<file path="config.mk">
export PLATFORM = sky130hd
export DESIGN_NAME = dsram_ctrl
export DESIGN_NICKNAME = d
export VERILOG_FILES = /design/src/rtl/dsram_ctrl.sv
export SDC_FILE = /design/constraint.sdc
export NUM_CORES = 1
export LEC_CHECK = 0
export ABC_AREA = 1
export BUFFER_PORTS_ARGS = -buffer_cell sky130_fd_sc_hd__buf_4
export CAP_MARGIN = 20
export CELL_PAD_IN_SITES_DETAIL_PLACEMENT = 2
export CELL_PAD_IN_SITES_GLOBAL_PLACEMENT = 2
export CORE_MARGIN = 2
export CORE_UTILIZATION = 26
export CTS_BUF_LIST = sky130_fd_sc_hd__clkbuf_16
export DETAILED_ROUTE_END_ITERATION = 10
export GPL_TIMING_DRIVEN = 0
export PLACE_DENSITY = 0.85
export RECOVER_POWER = 100
export REMOVE_ABC_BUFFERS = 1
export SYNTH_ARGS = -nofsm -noshare
export SYNTH_HDL_FRONTEND = slang
export SYNTH_SLANG_ARGS = --single-unit
</file>
<file path="constraint.sdc">
create_clock -name clk -period 3.8 [get_ports clk]
set_input_delay 0.38 -clock clk [delete_from_list [all_inputs] [get_ports clk]]
set_output_delay 0.38 -clock clk [all_outputs]
set_load 0.005 [all_outputs]
</file>
<file path="src/rtl/dsram_ctrl.sv">
// Data-memory access stage: one AXI4-Lite read or write per memory instruction,
// with load alignment/extension and a valid/ready hand-off to writeback.
module dsram_ctrl #(
    parameter int ADDR_W = 32,
    parameter int DATA_W = 32,
    parameter int STRB_W = 8,
    parameter int INST_W = 3,
    parameter int OP_W   = 4,
    parameter logic [INST_W-1:0] INST_LOAD  = INST_W'(1),
    parameter logic [INST_W-1:0] INST_STORE = INST_W'(2),
    parameter logic [OP_W-1:0]   LSU_OP_LB  = OP_W'(1),
    parameter logic [OP_W-1:0]   LSU_OP_LH  = OP_W'(2),
    parameter logic [OP_W-1:0]   LSU_OP_LW  = OP_W'(3),
    parameter logic [OP_W-1:0]   LSU_OP_LBU = OP_W'(4),
    parameter logic [OP_W-1:0]   LSU_OP_LHU = OP_W'(5)
) (
    input  logic              clk,
    input  logic              rst,
    input  logic              valid_pre_i,
    output logic              ready_pre_o,
    input  logic [INST_W-1:0] inst_type_i,
    input  logic [OP_W-1:0]   lsu_op_i,
    input  logic [ADDR_W-1:0] araddr_i,
    input  logic [ADDR_W-1:0] roff_i,
    input  logic [ADDR_W-1:0] awaddr_i,
    input  logic [DATA_W-1:0] wdata_i,
    input  logic [STRB_W-1:0] wstrb_i,
    output logic              arvalid_o,
    input  logic              arready_i,
    output logic [ADDR_W-1:0] araddr_o,
    input  logic              rvalid_i,
    output logic              rready_o,
    input  logic [DATA_W-1:0] rdata_i,
    input  logic [1:0]        rresp_i,
    output logic              awvalid_o,
    input  logic              awready_i,
    output logic [ADDR_W-1:0] awaddr_o,
    output logic              wvalid_o,
    input  logic              wready_i,
    output logic [DATA_W-1:0] wdata_o,
    output logic [STRB_W-1:0] wstrb_o,
    input  logic              bvalid_i,
    output logic              bready_o,
    input  logic [1:0]        bresp_i,
    output logic              valid_post_o,
    input  logic              ready_post_i,
    output logic [DATA_W-1:0] rdata_o,
    output logic              lsu_err_o
);

    localparam int IDX_W = $clog2(STRB_W);

    typedef enum logic [2:0] {IDLE, RADDR, RDATA, WREQ, WRESP, DONE} state_t;

    state_t          state_reg;
    logic [OP_W-1:0] op_reg;
    logic [1:0]      off_reg;

    logic [DATA_W-1:0] ld_shift;
    logic [DATA_W-1:0] ld_ext;
    logic              ld_bad;
    logic [IDX_W-1:0]  low_idx;
    logic              unused_ok;

    assign ready_pre_o = (state_reg == IDLE) && rst;

    // Word-aligned bus addresses drop the byte offset; only roff[1:0] matters.
    assign unused_ok = ^{araddr_i[1:0], awaddr_i[1:0], roff_i[ADDR_W-1:2]};

    always_comb begin
        ld_shift = rdata_i >> {off_reg, 3'b000};
        ld_ext   = '0;
        ld_bad   = 1'b0;
        case (op_reg)
            LSU_OP_LB:  ld_ext = {{(DATA_W-8){ld_shift[7]}}, ld_shift[7:0]};
            LSU_OP_LBU: ld_ext = {{(DATA_W-8){1'b0}}, ld_shift[7:0]};
            LSU_OP_LH, LSU_OP_LHU: begin
                if (off_reg == 2'd3)
                    ld_bad = 1'b1;
                else
                    ld_ext = {{(DATA_W-16){(op_reg == LSU_OP_LH) && ld_shift[15]}},
                              ld_shift[15:0]};
            end
            LSU_OP_LW: begin
                if (off_reg != 2'd0)
                    ld_bad = 1'b1;
                else
                    ld_ext = ld_shift;
            end
            default: ld_bad = 1'b1;
        endcase
    end

    // Store data arrives unshifted; the lowest enabled lane says where it goes.
    always_comb begin
        low_idx = '0;
        for (int i = STRB_W - 1; i >= 0; i--) begin
            if (wstrb_i[i])
                low_idx = i[IDX_W-1:0];
        end
    end

    always_ff @(posedge clk) begin
        if (!rst) begin
            state_reg    <= IDLE;
            op_reg       <= '0;
            off_reg      <= '0;
            arvalid_o    <= 1'b0;
            rready_o     <= 1'b0;
            awvalid_o    <= 1'b0;
            wvalid_o     <= 1'b0;
            bready_o     <= 1'b0;
            valid_post_o <= 1'b0;
            araddr_o     <= '0;
            awaddr_o     <= '0;
            wdata_o      <= '0;
            wstrb_o      <= '0;
            rdata_o      <= '0;
            lsu_err_o    <= 1'b0;
        end else begin
            case (state_reg)
                IDLE: begin
                    if (valid_pre_i) begin
                        op_reg  <= lsu_op_i;
                        off_reg <= roff_i[1:0];
                        if (inst_type_i == INST_LOAD) begin
                            araddr_o  <= {araddr_i[ADDR_W-1:2], 2'b00};
                            arvalid_o <= 1'b1;
                            state_reg <= RADDR;
                        end else if ((inst_type_i == INST_STORE) && (wstrb_i != '0)) begin
                            awaddr_o  <= {awaddr_i[ADDR_W-1:2], 2'b00};
                            wdata_o   <= wdata_i << {low_idx, 3'b000};
                            wstrb_o   <= wstrb_i;
                            awvalid_o <= 1'b1;
                            wvalid_o  <= 1'b1;
                            state_reg <= WREQ;
                        end else begin
                            // Empty-strobe stores are flagged without touching the bus.
                            rdata_o      <= '0;
                            lsu_err_o    <= (inst_type_i == INST_STORE);
                            valid_post_o <= 1'b1;
                            state_reg    <= DONE;
                        end
                    end
                end
                RADDR: begin
                    if (arready_i) begin
                        arvalid_o <= 1'b0;
                        rready_o  <= 1'b1;
                        state_reg <= RDATA;
                    end
                end
                RDATA: begin
                    if (rvalid_i) begin
                        rready_o     <= 1'b0;
                        rdata_o      <= ld_ext;
                        lsu_err_o    <= ld_bad || (rresp_i != 2'b00);
                        valid_post_o <= 1'b1;
                        state_reg    <= DONE;
                    end
                end
                WREQ: begin
                    if (awvalid_o && awready_i)
                        awvalid_o <= 1'b0;
                    if (wvalid_o && wready_i)
                        wvalid_o <= 1'b0;
                    // Each channel is finished once its valid is gone or handshaking now.
                    if ((!awvalid_o || awready_i) && (!wvalid_o || wready_i)) begin
                        bready_o  <= 1'b1;
                        state_reg <= WRESP;
                    end
                end
                WRESP: begin
                    if (bvalid_i) begin
                        bready_o     <= 1'b0;
                        rdata_o      <= '0;
                        lsu_err_o    <= (bresp_i != 2'b00);
                        valid_post_o <= 1'b1;
                        state_reg    <= DONE;
                    end
                end
                DONE: begin
                    if (ready_post_i) begin
                        valid_post_o <= 1'b0;
                        state_reg    <= IDLE;
                    end
                end
                default: state_reg <= IDLE;
            endcase
        end
    end

endmodule

</file>
==> results.toml <==
[routing]
drt_iter0_drc = 268
vias = 8302
wl_per_cell_um = 17.9
ant_nets = 0
drc = 0
viasPerCell = 4.86
drt-pass1-iter-count = 4
wirelength_um = 30500

[run_status]
status = "finished clean"

[timing]
skew_ns = 0.0125
setup_violations = 0
rsz0062_at_grt = "false"
setup_tns_ns = 0
hold_viol = 0
post-route-period-util = 0.821
tightest_slew_ns = 1.42
drv_slew = 0
max_freq_mhz = 321
period_needed_ns = 3.12
slew_headroom = 0.0544

[synthesis]
synth_top_area_frac = 0.407
synth.cell_area_sq_um = 7280
post_synth_num_cell_types = 36
yosys_warnings = 0
synth-main-ff-cell = "dfxtp_1"
synth.top_cells.by_count = "221 x nand2_1, 166 x nand3_1, 148 x dfxtp_1"
postSynthAreaPerCell_sq_um = 6.82
synth_most_common_cell = "nand2_1"
yosysSeqAreaShare = 0.407
synth_area_leaders = "dfxtp_1 41%, nand3_1 11%, nand2_1 11%, nor2_1 7.4%, o21ai_0 7.2%"
synth_async_sr_flop_share = 0
yosysTopAreaCell = "dfxtp_1"
synth_seq_cells = 148
syn_inst = 1068
synth_edf_count = 0

[pwr]
ir_worst_vdd_mv = 0.233
clkPwrFrac = 0.353
combinationalPowerShare = 0.312
p_sw_frac = 0.378
power_density_nw_per_um2 = 529
seq_power_share = 0.336
p_sw_mw = 2.01
p_leak_nw = 4.49
power.internal_mw = 3.30

[finish]
drive_gt1_frac = 0.231
area_delta_synth_final_pct = 37.7
final_area_sq_um = 10000
largestRegisters = "rdata_o x32, wdata_o x32"
fin_nets = 1507
nFillCells = 3374
n_antenna_cell = 0
final_cells = 1709

[clock_network]
clockRootBuffer = "clkbuf_16"
ctsHoldBuffers = 0
tritoncts = "built"
clock-sinks = 148
post_cts_buffers = 0
cts_buffers = 17
path_clk_slew_ns = 0.07
clock_path_buffers = 2
clk_latency_ns = 0.43
ctsResizeCount = 0
h-tree-depth = 4

[floorplanning]
chipWidth_um = 171
die-area_sq_um = 29400
die_y_um = 171
num_rows = 61
core_area_sq_um = 27700
io_pins = 332
start_util = 0.263

[placed_design]
hpwl_um = 22100
dp_cells = 1675
port-buffer-count = 293
post_dp_cell_area_sq_um = 9630
gp_congestion = 0.777

[critical_path]
r2r_end = "araddr_o[23]"
r2r-start = "state_reg[1]"
reg2reg_slack_ns = 0.73
timing.reg2reg.worst_path_depth = 9
critPathKind = "input pin to flip-flop"
worstPathRequired_ns = 4.15
critPathLaunchType = "input pin"
end_kind = "flip-flop"
arrival_ns = 3.47
crit_path_start = "wstrb_i[0]"
crit_end = "awaddr_o[30]"
path_max_fanout = 33

[hold_path]
whs_path_depth = 2
hold_class = "input pin to flip-flop"
worstHoldStart = "rvalid_i"

[global_routing]
antenna_found_initial = 0
grt_pass1_wl_um = 47200
grt_max_degree = 86
grt.overflow.total = 0
grt_usage = 0.205
grt_pass1_vias = 8772

[run]
cap_viol_max_count = 0
## area by class of cell
| class | instances | area (sq um) | share of cell area |
|---|---|---|---|
| multi-input cells | 779 | 3620 | 0.361 |
| flip-flops and latches | 148 | 2960 | 0.295 |
| repair buffers | 300 | 2070 | 0.206 |
| well taps | 378 | 473 | 0.0472 |
| clock buffers | 17 | 425 | 0.0424 |
| inverters | 73 | 279 | 0.0278 |
| clock inverters | 14 | 203 | 0.0202 |
## power groups by stage
stage                     Combinational (mW)  Clock (mW)  Sequential, mW
after global placement                  1.65           0            1.81
after detailed placement                1.72           0            1.82
after floorplan                        0.989           0            1.80
after CTS                               1.73        1.93            1.78
after global routing                    1.87        1.99            1.80
final                                   1.65        1.87            1.78
## layer usage
layer  part of all wire  GRT usage
met1               0.41      0.238
met2               0.51      0.368
met3              0.057     0.0571
met4              0.021     0.0549
met5                  0          0
## critical path, stage by stage
cell,delay (ns)
clkbuf_4,0.11
inv_1,0.66
nand2_1,0.29
nor3_2,0.22
nand2_1,0.15
nand2_2,0.51
clkbuf_2,0.69
o21ai_0,0.23
nor2_1,0.20
## how the worst min path moves through the flow
stage | endpoint | slack (ns)
3_5_place_dp | rdata_o[28] | 0.46
2_1_floorplan | valid_post_o | 0.46
6_report | rready_o | 0.16
5_1_grt | rready_o | 0.15
4_1_cts | rready_o | 0.14
3_3_place_gp | wdata_o[16] | 0.45
## through the flow
step / total power, mW / setup slack, ns / hold slack (ns) / util
after floorplan: 2.79 / 1.39 / 0.460 / -
after global placement: 3.46 / -0.354 / 0.454 / 0.345
after detailed placement: 3.53 / 0.660 / 0.459 / 0.348
after CTS: 5.45 / 1.05 / 0.144 / 0.370
after global routing: 5.66 / 0.380 / 0.148 / 0.362
final: 5.31 / 0.681 / 0.158 / 0.362
## kinds of logic (layout without fill, tap and decap cells)
kind of cell | count (synthesis) | count (layout) | synth area share
flops | 148 | 148 | 0.407
buf+inv | 144 | 404 | 0.0957
compound gates | 188 | 188 | 0.133
simple gates | 587 | 587 | 0.364
other cells | 1 | 4 | 0.000515
## cell usage in the layout (no fill, tap or decap), types with 3 or more instances in the layout
master,n
a21oi_1,77
buf_4,152
bufinv_16,4
clkbuf_1,59
clkbuf_16,17
clkbuf_4,85
conb_1,4
dfxtp_1,148
inv_1,63
inv_2,7
inv_6,3
nand2_1,224
nand2_2,4
nand3_1,167
nand3b_1,16
nand4_1,3
nor2_1,143
nor2_2,3
nor3_1,6
o21ai_0,104
or2_2,8
Power figures use the tool's default switching activity.
